===== config.mk =====
export PLATFORM = sky130hd
export DESIGN_NAME = data_mem_arbiter
export DESIGN_NICKNAME = d
export VERILOG_FILES = /design/src/rtl/data_mem_arbiter.sv
export SDC_FILE = /design/constraint.sdc
export NUM_CORES = 1
export LEC_CHECK = 0
export BUFFER_PORTS_ARGS = -buffer_cell sky130_fd_sc_hd__buf_4
export CAP_MARGIN = 20
export CORE_AREA = 2 2 103 105
export DETAILED_ROUTE_END_ITERATION = 12
export DIE_AREA = 0 0 105 107
export GPL_ROUTABILITY_DRIVEN = 1
export HOLD_SLACK_MARGIN = 0.05
export PLACE_DENSITY_LB_ADDON = 0.08
export SLEW_MARGIN = 40
export SYNTH_ARGS = -nofsm -noshare
export SYNTH_HDL_FRONTEND = slang
export SYNTH_SLANG_ARGS = --single-unit

===== constraint.sdc =====
create_clock -name CLK -period 2.9 [get_ports CLK]
set_input_delay 0.58 -clock CLK [delete_from_list [all_inputs] [get_ports CLK]]
set_output_delay 0.58 -clock CLK [all_outputs]
set_load 0.1 [all_outputs]

===== src/rtl/data_mem_arbiter.sv =====
// Two-master arbiter for the single DataMemoryManager port: CPU normally wins,
// aux progress is guaranteed by a starvation counter and a bounded burst lock.
module data_mem_arbiter #(
  parameter int unsigned ADDR_W    = 32,
  parameter int unsigned DATA_W    = 32,
  parameter int unsigned MAX_WAIT  = 4,
  parameter int unsigned BURST_MAX = 8
) (
  input  logic              CLK,
  input  logic              RST,
  input  logic              cpu_req_i,
  input  logic              cpu_we_i,
  input  logic [ADDR_W-1:0] cpu_addr_i,
  input  logic [DATA_W-1:0] cpu_wdata_i,
  output logic              cpu_stall_o,
  output logic              cpu_gnt_o,
  output logic              cpu_rvalid_o,
  input  logic              aux_req_i,
  input  logic              aux_we_i,
  input  logic              aux_lock_i,
  input  logic [ADDR_W-1:0] aux_addr_i,
  input  logic [DATA_W-1:0] aux_wdata_i,
  output logic              aux_gnt_o,
  output logic              aux_rvalid_o,
  output logic [DATA_W-1:0] rdata_o,
  output logic [ADDR_W-1:0] mem_address_o,
  output logic [DATA_W-1:0] mem_data_o,
  output logic              mem_wren_o,
  input  logic [DATA_W-1:0] mem_data_i
);

  localparam int unsigned WAIT_W = 4;
  localparam int unsigned BEAT_W = 8;

  typedef enum logic [1:0] {
    S_IDLE  = 2'd0,
    S_CPU   = 2'd1,
    S_AUX   = 2'd2,
    S_BURST = 2'd3
  } state_t;

  state_t            state;
  state_t            state_next;
  logic [WAIT_W-1:0] wait_cnt;
  logic [BEAT_W-1:0] beat_cnt;
  logic              force_aux;
  logic              burst_cont;
  logic              beat_last;

  // State register: records who owned the port last cycle
  always_ff @(posedge CLK) begin
    if (RST) begin
      state <= S_IDLE;
    end else begin
      state <= state_next;
    end
  end

  // Next state follows this cycle's owner; the final locked beat drops to S_AUX
  always_comb begin
    state_next = S_IDLE;
    if (cpu_gnt_o) begin
      state_next = S_CPU;
    end else if (aux_gnt_o) begin
      state_next = (aux_lock_i && !beat_last) ? S_BURST : S_AUX;
    end
  end

  // Grant priority and memory port mux
  always_comb begin
    force_aux     = aux_req_i && (wait_cnt == WAIT_W'(MAX_WAIT));
    burst_cont    = (state == S_BURST) && aux_req_i && aux_lock_i &&
                    (beat_cnt < BEAT_W'(BURST_MAX));
    cpu_gnt_o     = 1'b0;
    aux_gnt_o     = 1'b0;
    mem_address_o = '0;
    mem_data_o    = '0;
    mem_wren_o    = 1'b0;
    if (!RST) begin
      if (force_aux || burst_cont) begin
        aux_gnt_o = 1'b1;
      end else if (cpu_req_i) begin
        cpu_gnt_o = 1'b1;
      end else if (aux_req_i) begin
        aux_gnt_o = 1'b1;
      end
    end
    if (cpu_gnt_o) begin
      mem_address_o = cpu_addr_i;
      mem_data_o    = cpu_wdata_i;
      mem_wren_o    = cpu_we_i;
    end else if (aux_gnt_o) begin
      mem_address_o = aux_addr_i;
      mem_data_o    = aux_wdata_i;
      mem_wren_o    = aux_we_i;
    end
  end

  assign beat_last   = aux_gnt_o && aux_lock_i && (beat_cnt == BEAT_W'(BURST_MAX - 1));
  assign cpu_stall_o = cpu_req_i && !cpu_gnt_o;
  assign rdata_o     = mem_data_i;

  // Starvation counter, burst beat counter and read-valid tracking
  always_ff @(posedge CLK) begin
    if (RST) begin
      wait_cnt     <= '0;
      beat_cnt     <= '0;
      cpu_rvalid_o <= 1'b0;
      aux_rvalid_o <= 1'b0;
    end else begin
      if (aux_req_i && !aux_gnt_o) begin
        if (wait_cnt != WAIT_W'(MAX_WAIT)) begin
          wait_cnt <= wait_cnt + WAIT_W'(1);
        end
      end else begin
        wait_cnt <= '0;
      end
      if (aux_gnt_o && aux_lock_i && !beat_last) begin
        beat_cnt <= beat_cnt + BEAT_W'(1);
      end else begin
        beat_cnt <= '0;
      end
      cpu_rvalid_o <= cpu_gnt_o && !cpu_we_i;
      aux_rvalid_o <= aux_gnt_o && !aux_we_i;
    end
  end

endmodule


==> impl_metrics.env <==
export IMPL_status="finished, final reports clean"
export IMPL_antenna_cells=0
export IMPL_synth_top_area_share_pct=35.0
export IMPL_syn_nets=355
export IMPL_ys_warnings_count=0
export IMPL_syn_mean_instance_area_sq_um=8.79
export IMPL_drtIter0Drc=55
export IMPL_synth_ff_latch_count=16
export IMPL_synth_compound_area_share_pct=36.9
export IMPL_wirelength_um=7630
export IMPL_dieHeight_um=107
export IMPL_ioPinCount=269
export IMPL_grt_max_degree=70
export IMPL_cp_endpoint="mem_address_o[27]"
export IMPL_grt_pass1_vias=2061
export IMPL_crit_chain="or4_4, nor3_2, nor4_4, buf_12, a22o_2, buf_12"
export IMPL_r2r_cells=5
export IMPL_cts_sinks=16
export IMPL_wl_met2_um=4110
export IMPL_via_per_inst=4.28
export IMPL_rsz0062_at_grt="yes"
export IMPL_fin_crit_sh_pct=97.7
export IMPL_synth_edf_count=0
export IMPL_syn_inst=185
export IMPL_clkTransAtPathRegs_ps=70
export IMPL_synth_area_sq_um=1630
export IMPL_top_layer_used="met4"
export IMPL_core_area_sq_um=10100
export IMPL_fin_crit_ps=2830
export IMPL_max_freq_mhz=353
export IMPL_numCtsBuffers=3
export IMPL_dpl_hpwl_um=5880
export IMPL_required_ps=2320
export IMPL_tns_ps=0
export IMPL_global_route_usage_total_pct=11.6
export IMPL_drc=0
export IMPL_ys_flop_type="dfxtp_1"
export IMPL_yosysSeqAreaShare_pct=19.7
export IMPL_die_x_um=105
export IMPL_cts_hold_buf=0
export IMPL_slew_viol_final=0
export IMPL_yosys_area_share_simple_pct=13.5
export IMPL_path_buf_inv=2
export IMPL_hold_viol=0
export IMPL_r2r_end="beat_cnt[4]"
export IMPL_grt_antenna_before_repair=0
export IMPL_crit_cells=6
export IMPL_clock_skew_ps=3.96
export IMPL_synth_most_common_cell="a22o_1"
export IMPL_cp_startpoint="beat_cnt[6]"
export IMPL_cts_root_buf="clkbuf_8"
export IMPL_cpPeakStageDelay_ps=580
export IMPL_crit_top_cell="buf_12"
export IMPL_fin_nets=524
export IMPL_cp_arrival_ps=2250
export IMPL_synthTopCellsByCount="a22o_1 (65), buf_4 (32), dfxtp_1 (16)"
export IMPL_slew_headroom_pct=58.3
export IMPL_die_area_sq_um=11200
export IMPL_synth_xor_area_share_pct=4.31
export IMPL_r2r_slack_ps=1090
export IMPL_worst_setup_path_type="reg -> out"
export IMPL_routedWlPerCell_um=15.6
export IMPL_synth_fa_ha_area_share_pct=2.31
export IMPL_ys_top_cells_by_area="a22o_1 (35%), dfxtp_1 (20%), buf_4 (15%), buf_6 (5.5%), and3_1 (3.8%)"
export IMPL_holdWs_ps=442
export IMPL_cp_max_fo=69
export IMPL_critPathLaunchType="register"
export IMPL_ys_types=27
export IMPL_slowest_stage="or4_4"
export IMPL_hold_class="reg -> reg"
export IMPL_portBuffers=204
export IMPL_cts_buffer_depth=2
export IMPL_synthArstFlopShare_pct=0
export IMPL_worstMarginPinSlew_ps=619
export IMPL_synth_top_area_cell="a22o_1"
export IMPL_synth_top_family_by_area="compound AO/OA/AOI/OAI gates"
export IMPL_gr_total_overflow=0
export IMPL_leakage_uw=0.00182
export IMPL_area_growth_pct=130
export IMPL_max_cap_viol_count=0
export IMPL_initial_utilization_pct=16.1
export IMPL_gp_congestion=0.731
export IMPL_wl_met3_um=910
export IMPL_drive_gt1_share_pct=66.0
export IMPL_grt_pass1_wl_um=10500
export IMPL_cts_tree="yes"
export IMPL_pwr_density_cell_nw_per_um2=356
export IMPL_htreeDepth=1
export IMPL_wl_met1_um=2570
export IMPL_fp_row_count=37
export IMPL_setup_violations_final=0
export IMPL_reg2reg_from="beat_cnt[6]"
export IMPL_clock_latency_ps=250
export IMPL_dr_pass1_iters=4
export IMPL_synth_mux_area_share_pct=0
export IMPL_cpLargestDelayFamily="simple AND/OR/NAND/NOR gates"
export IMPL_vias=2094
export IMPL_postRouteAntennaNets=0
export IMPL_end_kind="primary output"
export IMPL_irDropWorstVdd_mv=0.179
-- per-layer routing --
layer	vias to the layer above	GRT usage, %
met3	4	4.50
met1	932	11.3
met4	0	1.52
met5	-	0
met2	151	23.6
li1	1007	-
-- worst min-delay path by stage --
| stage | from | endpoint | depth (start not counted) | slack, ps |
|---|---|---|---|---|
| final | beat_cnt[0] | beat_cnt[0] | 1 | 440 |
| after CTS | beat_cnt[0] | beat_cnt[0] | 1 | 440 |
| after global routing | beat_cnt[0] | beat_cnt[0] | 1 | 480 |
| after floorplan | beat_cnt[0] | beat_cnt[0] | 1 | 410 |
| after global placement | beat_cnt[0] | beat_cnt[0] | 1 | 430 |
| after detailed placement | beat_cnt[0] | beat_cnt[0] | 1 | 430 |
-- stage by stage --
step / instance area [sq um] / util (%) / total power [uW] / worst slack, ps / cells
final: 3730 / 37.0 / 1330 / 65.7 / 489
after global routing: 3730 / 37.0 / 1380 / -30.0 / 489
after detailed placement: 3070 / 30.4 / 1020 / 137 / 483
after floorplan: 1650 / - / 978 / 18.2 / 185
after global placement: 3070 / 30.4 / 1020 / 115 / 483
after CTS: 3270 / 32.4 / 1250 / -3.12 / 487
-- flip-flops by register name (all words and copies together) (netlist names) --
name	cells
aux_rvalid_o	1
beat_cnt	8
cpu_rvalid_o	1
state	2
wait_cnt	4
-- where the power goes --
part | total [uW] | internal [uW] | switching [uW]
Sequential | 225 | 223 | 1.73
Clock | 199 | 120 | 78.4
Combinational | 907 | 338 | 568
-- logic make-up after synthesis --
family | Yosys count
adders and majority gates | 3
DFF | 16
xor gates and xnor gates | 8
AOI/OAI and AO/OA | 70
and+or+nand+nor | 37
buffers and inverters | 51
-- layout make-up --
type | instances | area, sq um
clock buffer | 4 | 55.1
fill | 1002 | 6360
inverter | 4 | 15.0
multi-input combinational | 118 | 996
sequential | 16 | 320
tap | 136 | 170
timing repair buffer | 211 | 2180
-- cells in the final DEF, fill, tap and decap left out, types with 5 or more instances in the layout --
cell type and instances:
nor2_1 5, buf_4 142, buf_8 25, nand3_1 5, buf_12 26, xnor2_1 5, buf_6 17, and3_1 10
dfxtp_1 16, a22o_2 8, a22o_1 54
-- worst reg2reg max path, cell delays in order (launching register included) --
cell and delay, ps:
dfxtp_1 340, or4_4 580, nor4_4 240, or2_4 220, buf_12 200, and3_1 180
-- what timing repair did --
| item | 4_1_cts | 5_1_grt |
|---|---|---|
| setup endpoints to repair | 37 | 65 |
| buffers inserted | 0 | 1 |
| gates resized for setup | 40 | 103 |
| cloned | 0 | 1 |
(Power assumes the default switching activity.)
